### config.mk
export PLATFORM = sky130hd
export DESIGN_NAME = axis_red_pitaya_dac_burst
export DESIGN_NICKNAME = d
export VERILOG_FILES = /design/src/rtl/red_pitaya_dac_pkg.sv /design/src/rtl/red_pitaya_dac_fmt.sv /design/src/rtl/axis_red_pitaya_dac_burst.sv
export SDC_FILE = /design/constraint.sdc
export NUM_CORES = 1
export LEC_CHECK = 0
export CAP_MARGIN = 20
export CORE_MARGIN = 2
export CORE_UTILIZATION = 43
export CTS_CLUSTER_SIZE = 12
export DETAILED_ROUTE_END_ITERATION = 10
export GPL_TIMING_DRIVEN = 0
export PLACE_DENSITY = 0.72
export SKIP_CTS_REPAIR_TIMING = 1
export SKIP_LAST_GASP = 1
export SLEW_MARGIN = 5
export SYNTH_ARGS = -nofsm -noshare
export SYNTH_HDL_FRONTEND = slang
export SYNTH_SLANG_ARGS = --single-unit
### constraint.sdc
create_clock -name aclk -period 5.3 [get_ports aclk]
set_input_delay 1.06 -clock aclk [delete_from_list [all_inputs] [get_ports aclk]]
set_output_delay 1.06 -clock aclk [all_outputs]
set_load 0.01 [all_outputs]
### src/rtl/red_pitaya_dac_pkg.sv
`default_nettype none
// ============================================================================
//  Module      : red_pitaya_dac_pkg
//  Description : Shared types and constants for the Red Pitaya DAC burst
//                player: FSM state encoding, DAC code width, midscale code
//                and the saturation bounds of the 14-bit signed range.
//  Revision    : 1.0 - initial release
// ============================================================================
package red_pitaya_dac_pkg;

    typedef enum logic [1:0] {
        IDLE  = 2'd0,
        ARMED = 2'd1,
        PLAY  = 2'd2
    } state_t;

    localparam int                 DAC_WIDTH    = 14;
    localparam logic [13:0]        DAC_MIDSCALE = 14'h1FFF;
    localparam logic signed [15:0] SAT_MAX      = 16'sd8191;
    localparam logic signed [15:0] SAT_MIN      = -16'sd8192;

endpackage
`default_nettype wire

### src/rtl/red_pitaya_dac_fmt.sv
`default_nettype none
// ============================================================================
//  Module      : red_pitaya_dac_fmt
//  Description : Combinational saturate-and-convert for one DAC lane.
//                16-bit two's complement in, 14-bit offset-inverted DAC
//                code out (0 -> 1FFF, +max -> 0000, -max -> 3FFF).
//  Revision    : 1.0 - initial release
// ============================================================================
module red_pitaya_dac_fmt
    import red_pitaya_dac_pkg::*;
(
    input  logic [15:0]          i_data,
    output logic [DAC_WIDTH-1:0] o_code
);

    logic signed [15:0]    w_sample;
    logic [DAC_WIDTH-1:0]  w_sat;

    assign w_sample = i_data;

    // Clamp to the 14-bit signed range, then flip the magnitude bits so that
    // the DAC sees an inverted offset-binary code.
    always_comb begin
        w_sat = w_sample[DAC_WIDTH-1:0];
        if (w_sample > SAT_MAX) begin
            w_sat = SAT_MAX[DAC_WIDTH-1:0];
        end else if (w_sample < SAT_MIN) begin
            w_sat = SAT_MIN[DAC_WIDTH-1:0];
        end
        o_code = {w_sat[DAC_WIDTH-1], ~w_sat[DAC_WIDTH-2:0]};
    end

endmodule
`default_nettype wire

### src/rtl/axis_red_pitaya_dac_burst.sv
`default_nettype none
// ============================================================================
//  Module      : axis_red_pitaya_dac_burst
//  Description : Triggered AXI4-Stream burst player for the Red Pitaya DAC.
//                Arm, then a trigger rising edge plays burst_len samples
//                (0 = continuous until stop), converting each lane to a
//                14-bit DAC code. Midscale is driven whenever not playing.
//  Revision    : 1.0 - initial release
// ============================================================================
module axis_red_pitaya_dac_burst
    import red_pitaya_dac_pkg::*;
#(
    parameter int CNT_WIDTH = 32
) (
    input  logic                 aclk,
    input  logic                 areset,
    input  logic [31:0]          s_axis_tdata,
    input  logic                 s_axis_tvalid,
    output logic                 s_axis_tready,
    input  logic                 arm,
    input  logic                 stop,
    input  logic                 trg_in,
    input  logic [CNT_WIDTH-1:0] burst_len,
    output logic [13:0]          dac_dat_a,
    output logic [13:0]          dac_dat_b,
    output logic                 busy,
    output logic                 done,
    output logic [15:0]          underrun_cnt
);

    state_t                state_q, state_d;
    logic                  trg_d_q, trg_d_d;
    logic [CNT_WIDTH-1:0]  len_q, len_d;
    logic [CNT_WIDTH-1:0]  cnt_q, cnt_d;
    logic [13:0]           dac_a_q, dac_a_d;
    logic [13:0]           dac_b_q, dac_b_d;
    logic                  busy_q, busy_d;
    logic                  done_q, done_d;
    logic [15:0]           urun_q, urun_d;

    logic [13:0]           w_code [0:1];
    logic                  w_trg_edge;
    logic                  w_hs;
    logic [CNT_WIDTH-1:0]  w_cnt_inc;

    // One formatter per lane: lane 0 is channel A (low half), lane 1 is B.
    for (genvar i = 0; i < 2; i++) begin : g_lane
        red_pitaya_dac_fmt u_fmt (
            .i_data (s_axis_tdata[16*i +: 16]),
            .o_code (w_code[i])
        );
    end

    // Ready depends only on the state register, never on any input.
    assign s_axis_tready = (state_q == PLAY);
    assign w_hs          = s_axis_tvalid & s_axis_tready;
    assign w_trg_edge    = trg_in & ~trg_d_q;
    assign w_cnt_inc     = cnt_q + 1'b1;

    assign dac_dat_a     = dac_a_q;
    assign dac_dat_b     = dac_b_q;
    assign busy          = busy_q;
    assign done          = done_q;
    assign underrun_cnt  = urun_q;

    // Next-state and output logic; stop beats completion beats trigger/arm.
    always_comb begin
        state_d = state_q;
        trg_d_d = trg_in;
        len_d   = len_q;
        cnt_d   = cnt_q;
        dac_a_d = DAC_MIDSCALE;
        dac_b_d = DAC_MIDSCALE;
        done_d  = 1'b0;
        urun_d  = urun_q;

        case (state_q)
            IDLE: begin
                if (arm) begin
                    state_d = ARMED;
                    urun_d  = 16'h0000;
                end
            end
            ARMED: begin
                if (stop) begin
                    state_d = IDLE;
                end else if (w_trg_edge) begin
                    state_d = PLAY;
                    len_d   = burst_len;
                    cnt_d   = '0;
                end
            end
            PLAY: begin
                if (stop) begin
                    // A sample accepted alongside stop is dropped.
                    state_d = IDLE;
                end else if (w_hs) begin
                    dac_a_d = w_code[0];
                    dac_b_d = w_code[1];
                    cnt_d   = w_cnt_inc;
                    if ((len_q != '0) && (w_cnt_inc == len_q)) begin
                        state_d = IDLE;
                        done_d  = 1'b1;
                    end
                end else begin
                    dac_a_d = dac_a_q;
                    dac_b_d = dac_b_q;
                    if (urun_q != 16'hFFFF) begin
                        urun_d = urun_q + 16'd1;
                    end
                end
            end
            default: begin
                state_d = IDLE;
            end
        endcase

        busy_d = (state_d != IDLE);
    end

    // State and datapath registers; trg_d resets high so a level already
    // present at reset release is not mistaken for an edge.
    always_ff @(posedge aclk or posedge areset) begin
        if (areset) begin
            state_q <= IDLE;
            trg_d_q <= 1'b1;
            len_q   <= '0;
            cnt_q   <= '0;
            dac_a_q <= DAC_MIDSCALE;
            dac_b_q <= DAC_MIDSCALE;
            busy_q  <= 1'b0;
            done_q  <= 1'b0;
            urun_q  <= 16'h0000;
        end else begin
            state_q <= state_d;
            trg_d_q <= trg_d_d;
            len_q   <= len_d;
            cnt_q   <= cnt_d;
            dac_a_q <= dac_a_d;
            dac_b_q <= dac_b_d;
            busy_q  <= busy_d;
            done_q  <= done_d;
            urun_q  <= urun_d;
        end
    end

endmodule
`default_nettype wire

==> Yosys cells after proc, flatten, opt, wreduce, memory -nomap -nowiden <==
Cells that the tools add are included.
{ "word_totals": {"out_inout_bits": 47, "register_bits": 113, "in_bits": 70} }
{ "op_classes": {"addsub": 2, "n_bitwise": 6, "n_reduce_logical": 9, "mux": 31, "magnitude_cmp": 4, "n_eq_ne": 12} }
{ "op_table": {"columns": ["operator", "n"], "rows": [
  ["$mux W14", 10],
  ["$mux W32", 4],
  ["$mux W16", 4],
  ["$pmux W32 S2", 1],
  ["$add A32 B1 Y32 const B", 1],
  ["$eq A32 B32 Y1", 1],
  ["$gt A16 B14 Y1 const B", 2],
  ["$lt A16 B14 Y1 const B", 2],
  ["$pmux W16 S2", 1],
  ["$reduce_bool A32 Y1", 1],
  ["$not A13 Y13", 2],
  ["$add A16 B1 Y16 const B", 1],
  ["$ne A16 B16 Y1 const B", 1],
  ["$mux W2", 6],
  ["$ne A2 B2 Y1 const B", 5],
  ["$reduce_and A5 Y1", 2],
  ["$pmux W2 S3", 1],
  ["$reduce_bool A2 Y1", 3],
  ["$mux W1", 4],
  ["$ne A2 B1 Y1 const B", 2],
  ["$ne A3 B1 Y1 const B", 1],
  ["$reduce_and A3 Y1", 1],
  ["$and A1 B1 Y1", 2],
  ["$eq A2 B1 Y1 const B", 1],
  ["4 further kinds", 5]
]} }

==> Logic depth before layout (Yosys ltp) <==
{ "logic_depth": {"ltp_word": 8, "mapped_depth": 11} }

==> Hierarchy <==
From an unflattened synthesis, not the netlist that was laid out.
{ "hier_totals": {"hier_cells": 776, "hier_area_um2": 7298.2} }
{ "by_module_without_submodules": {"columns": ["mod", "seq_area_each_um2", "instances", "area_each_um2", "cells_per_inst"], "rows": [
  ["axis_red_pitaya_dac_burst", 2861.5, 1, 6532.5, 684],
  ["red_pitaya_dac_fmt", 0.0, 2, 382.9, 46]
]} }

==> Least setup slack after synthesis <==
OpenSTA, ideal clock, no wires.
{ "synth_path": {"kind": "register to register", "start": "reg cnt_q[0]", "end": "reg state_q[1]", "synth_period_minus_slack_ns": 2.888, "t_required_ns": 5.179, "path_buffers": 0, "t_arrival_ns": 2.767, "path_slack_ns": 2.412, "setup_time_ns": 0.121, "path_stages_with_launch": 10, "path_cell_list": "dfrtp_1 > ha_1 > nand4_2 > nor4_4 > and3_4 > nand2_2 > or4_4 > a2111oi_4 > a311oi_1 > o22a_1"} }
{ "synth_between": {"elab_chain_cells": 7} }
{ "synth_lines": {"columns": ["item", "line", "source"], "rows": [
  ["from (decl)", "axis_red_pitaya_dac_burst.sv:34", "logic [CNT_WIDTH-1:0] cnt_q, cnt_d;"],
  ["from (signal assigned)", "axis_red_pitaya_dac_burst.sv:138", "cnt_q <= cnt_d;"],
  ["$add A32 B1 Y32", "axis_red_pitaya_dac_burst.sv:58", "assign w_cnt_inc = cnt_q + 1'b1;"],
  ["$eq A32 B32 Y1", "axis_red_pitaya_dac_burst.sv:101", "if ((len_q != '0) && (w_cnt_inc == len_q)) begin"],
  ["$logic_and A1 B1 Y1", "axis_red_pitaya_dac_burst.sv:101", null],
  ["$mux W2", "axis_red_pitaya_dac_burst.sv:101", null],
  ["$mux W2", "axis_red_pitaya_dac_burst.sv:97", "end else if (w_hs) begin"],
  ["$mux W2", "axis_red_pitaya_dac_burst.sv:94", "if (stop) begin"],
  ["$pmux W2 S3", "axis_red_pitaya_dac_burst.sv:77", "case (state_q)"],
  ["named net state_d[1]", "axis_red_pitaya_dac_burst.sv:31", "state_t state_q, state_d;"],
  ["to (signal assigned)", "axis_red_pitaya_dac_burst.sv:135", "state_q <= state_d;"],
  ["to (decl)", "axis_red_pitaya_dac_burst.sv:31", null]
]} }
The timed path passes the listed nets, and every way through them passes these cells.
A chain may end at the register's enable or synchronous reset.

==> Final worst setup path <==
{ "layout_path": {"start": "reg cnt_q[0]", "end": "reg busy_q, in the netlist busy"} }
{ "layout_between": {"elab_chain_cells": 8} }
{ "layout_lines": {"columns": ["item", "line", "source"], "rows": [
  ["$add A32 B1 Y32", "axis_red_pitaya_dac_burst.sv:58", null],
  ["$eq A32 B32 Y1", "axis_red_pitaya_dac_burst.sv:101", null],
  ["$logic_and A1 B1 Y1", "axis_red_pitaya_dac_burst.sv:101", null],
  ["$mux W2", "axis_red_pitaya_dac_burst.sv:101", null],
  ["$mux W2", "axis_red_pitaya_dac_burst.sv:97", null],
  ["$mux W2", "axis_red_pitaya_dac_burst.sv:94", null],
  ["$pmux W2 S3", "axis_red_pitaya_dac_burst.sv:77", null],
  ["$reduce_bool A2 Y1", "axis_red_pitaya_dac_burst.sv:118", "busy_d = (state_d != IDLE);"],
  ["named net busy_d", "axis_red_pitaya_dac_burst.sv:37", "logic busy_q, busy_d;"],
  ["to (signal assigned)", "axis_red_pitaya_dac_burst.sv:141", "busy_q <= busy_d;"],
  ["to (decl)", "axis_red_pitaya_dac_burst.sv:37", null]
]} }
The timed path passes the listed nets, and every way through them passes these cells.

==> implementation parameters <==
Parameter                              Value

Run status
  Run status ... complete, no violations

Layout
  Share of post-route cells with drive strength above 1 ... 0.133
  Antenna Cells ... 0
  Top library cells by usage in the layout, fill and taps aside ... 115 x sky130_fd_sc_hd__clkdlybuf4s50_1, 86 x sky130_fd_sc_hd__dfrtp_1, 84 x sky130_fd_sc_hd__nor2_1, 63 x sky130_fd_sc_hd__nand2_1, 50 x sky130_fd_sc_hd__o21ai_0
  Commonest non-fill, non-tap cell in the layout ... sky130_fd_sc_hd__clkdlybuf4s50_1
  Relative area change from synthesis to final layout ... 31.7%
  Core utilization of the finished layout ... 0.572
  Final Non-Filler Cells ... 986
  Final Net Count ... approximately 870

Synth
  Post-Synthesis Cell Area ... 0.00624 mm2
  Most common flop cell mapped by yosys ... sky130_fd_sc_hd__dfrtp_1
  YS warnings ... 0
  Seq cells post-synth ... 113
  Syn_area_per_cell ... 9.56 um2
  Net count of the mapped netlist ... 729
  Post-synthesis cell type count ... 59
  Share of the synthesized area in the top cell type ... 0.345
  Number of enable flip-flop cells after synthesis ... 0
  Sequential element share of the synthesized area ... 0.458
  Synth Instances ... 653
  Top area cells in the synthesized netlist ... sky130_fd_sc_hd__dfrtp_1 34%, sky130_fd_sc_hd__dfstp_2 11%, sky130_fd_sc_hd__mux2_2 5.6%, sky130_fd_sc_hd__nor2_1 5.1%, sky130_fd_sc_hd__xor2_1 4.1%
  Cell taking the most area after synthesis ... sky130_fd_sc_hd__dfrtp_1
  Synth async-reset ratio ... 1.00

STA
  Transition time at the pin with the least slew margin ... 0.741 ns
  Final clock skew ... around 0.012 ns
  Max frequency ... roughly 290 MHz
  Worst hold margin ... 0.520 ns
  Unrepaired setup endpoints after global routing ... false
  Final period demand of the worst path ... 3.45 ns
  Final count of pins violating max slew ... 0
  Final Hold Fails ... 0
  Final cycle utilization of the critical path ... 0.650
  Sum of negative setup slack ... 0 ns
  Worst relative slew slack ... 0.493
  Setup violations, final ... 0

Placement
  HPWL after detailed placement ... ~13000 um
  Number of buffers added on ports ... 115
  Cell count after placement ... roughly 950
  Final Wtd Congestion ... 0.932

Global route
  Initial antenna violation count ... 0
  First-pass GRT wire length ... 28000 um
  Largest net degree at the start of global routing ... 68
  Total gr overflow ... 0
  Number of global-route vias before repair ... around 5500
  Aggregate global-route resource usage ... 0.225

Routing
  Sum of routed wire length over all layers ... about 17000 um
  Via total after detailed routing ... 5672
  Antenna Nets Post-Route ... 0
  Routed wirelength normalized by instance count ... approximately 17 um
  Drt first pass iters ... 5
  Number of design-rule violations left by the first detailed-router iteration ... about 350
  Vias per std cell ... 5.75
  Remaining DRCs ... 0

Min path
  Worst hold path depth ... 2
  Worst Hold Class ... reg2reg
  Hold path startpoint ... dac_dat_a[13]
  Terminating pin of the worst hold path ... dac_dat_a[13]

Pwr
  Power per cell area ... 363 mW/mm2
  Worst VDD drop ... 255 uV
  Final total power ... 0.00299 W
  Leakage power summed over all cells ... 3.28 nW

CTS
  CTS sink cnt ... 113
  Htree depth ... 4
  Clock edge transition at the registers on the reported setup and hold paths ... about 0.05 ns
  Clock buffer count from CTS ... 17
  Clock Latency Late Sink ... approximately 0.42 ns
  TritonCTS clock tree ... built
  Number of buffers on the longest clock path ... 2
  CTS root buffer ... sky130_fd_sc_hd__clkbuf_16

Floorplanning
  Number of I/O pins ... 117
  X dimension of the die ... 124 um
  Floorplan die height ... 124 um
  Floorplan die area ... 0.0155 mm2
  Area of the core ... 0.0144 mm2
  Initial Util ... 0.435
  Number of core rows ... 44

Worst setup path
  Category of cells accounting for the largest share of critical-path delay ... simple AND/OR/NAND/NOR gates
  Critical Setup Path Class ... reg2reg
  End of the worst register-to-register path ... busy
  Critical-path maximum fanout ... 9
  Critical-path cell list ... ha_1 > nand4_2 > nor2_1 > nand2_1 > nor3_1 > xnor2_1 > a2111oi_0 > a311oi_1 > a21o_1
  Critical Path Start Type ... flip-flop
  Library cell contributing the largest single delay on the critical path ... sky130_fd_sc_hd__a2111oi_0
  Reg-to-reg startpoint ... cnt_q[0]
  Crit path required time ... 5.60 ns
  Setup crit end kind ... flip-flop
  Worst setup slack for register-to-register paths ... 1.85 ns
  Worst path bufs/invs ... 0
  Critical path arrival ... about 3.8 ns
  Cells on worst reg2reg path ... 9
  Peak per-stage delay on the critical path ... 0.61 ns

Run
  Max-cap violations ... 0
-- flip-flops by register name (all words and copies together), names as in the netlist --
name          flops
underrun_cnt     16
dac_dat_b        14
busy              1
dac_dat_a        14
cnt_q            32
trg_d_q           1
len_q            32
state_q           2
done              1
-- metal layers --
| metal | GRT usage | share of wire | vias to the layer above | wire (um) |
|---|---|---|---|---|
| met5 | 0 | 0 | - | 0 |
| met4 | 0.108 | 0.031 | 0 | 529 |
| met3 | 0.0460 | 0.063 | 40 | 1070 |
| met2 | 0.364 | 0.48 | 214 | 8170 |
| met1 | 0.289 | 0.43 | 2777 | 7280 |
| li1 | - | - | 2641 | - |
-- layout make-up --
class / instances / area [um2]
multi-input combinational: 499 / 3210
buffer: 31 / 133
clock inverter: 6 / 55.1
timing repair buffer: 117 / 1190
clock buffer: 26 / 500
tap: 184 / 230
sequential: 113 / 2860
fill: 1211 / 6140
inverter: 10 / 42.5
-- cells in the mapped netlist, types with 2 or more instances --
master / instances
sky130_fd_sc_hd__nand3_1: 23
sky130_fd_sc_hd__ha_1: 6
sky130_fd_sc_hd__o21ai_0: 50
sky130_fd_sc_hd__xnor2_1: 24
sky130_fd_sc_hd__dfrtp_1: 86
sky130_fd_sc_hd__xor2_1: 29
sky130_fd_sc_hd__and3_1: 7
sky130_fd_sc_hd__nand4_1: 15
sky130_fd_sc_hd__and4_1: 3
sky130_fd_sc_hd__a2111oi_0: 5
sky130_fd_sc_hd__buf_2: 7
sky130_fd_sc_hd__dfstp_2: 27
sky130_fd_sc_hd__nor2_1: 84
sky130_fd_sc_hd__a31oi_1: 3
sky130_fd_sc_hd__mux2i_1: 6
sky130_fd_sc_hd__nand2_1: 63
sky130_fd_sc_hd__a211oi_1: 3
sky130_fd_sc_hd__or3_1: 6
sky130_fd_sc_hd__o22a_1: 27
sky130_fd_sc_hd__a31o_2: 3
sky130_fd_sc_hd__inv_1: 10
sky130_fd_sc_hd__mux2_2: 31
sky130_fd_sc_hd__a22o_1: 3
sky130_fd_sc_hd__o41ai_1: 2
sky130_fd_sc_hd__nor3_1: 10
sky130_fd_sc_hd__nor4_1: 17
sky130_fd_sc_hd__o31ai_1: 14
sky130_fd_sc_hd__nand2b_1: 6
sky130_fd_sc_hd__nand4_2: 2
sky130_fd_sc_hd__clkbuf_1: 22
sky130_fd_sc_hd__nor2b_1: 10
sky130_fd_sc_hd__a21o_1: 3
sky130_fd_sc_hd__a21oi_1: 20
-- through the flow --
step,worst slack (ns),cell area [um2]
2_1_floorplan,1.30,6240
3_3_place_gp,-0.293,7620
3_5_place_dp,1.61,7660
4_1_cts,1.94,8210
5_1_grt,1.59,8230
6_report,1.85,8230
-- cells by family after synthesis --
logic type	after synthesis	share of synthesized area
and+or+nand+nor	258	0.204
AOI/OAI and AO/OA	145	0.158
DFF	113	0.458
xor gates and xnor gates	53	0.0743
buffers and inverters	41	0.0273
muxes	37	0.0655
adders and majority gates	6	0.0120
-- power breakdown --
part / internal, W / switching [W]
combinational: 0.000355 / 0.000388
sequential: 0.00100 / 0.000172
clock: 0.000691 / 0.000377
total: 0.00205 / 0.000937
-- how the worst max path moves through the flow --
stage | from | to | slack (ns) | depth (start not counted)
floorplan | areset | busy | 1.30 | 1
global placement | areset | len_q[22] | -0.29 | 2
detailed placement | stop | underrun_cnt[14] | 1.61 | 9
CTS | cnt_q[0] | state_q[1] | 1.94 | 9
global route | cnt_q[0] | state_q[1] | 1.59 | 9
finish | cnt_q[0] | busy | 1.85 | 9
-- tightest hold or removal path, stage by stage (launching register included) --
cell,delay [ns]
sky130_fd_sc_hd__dfrtp_1,0.34
sky130_fd_sc_hd__mux2i_1,0.07
sky130_fd_sc_hd__nor2_1,0.07
Note: power is estimated with default switching activity, not from simulation.
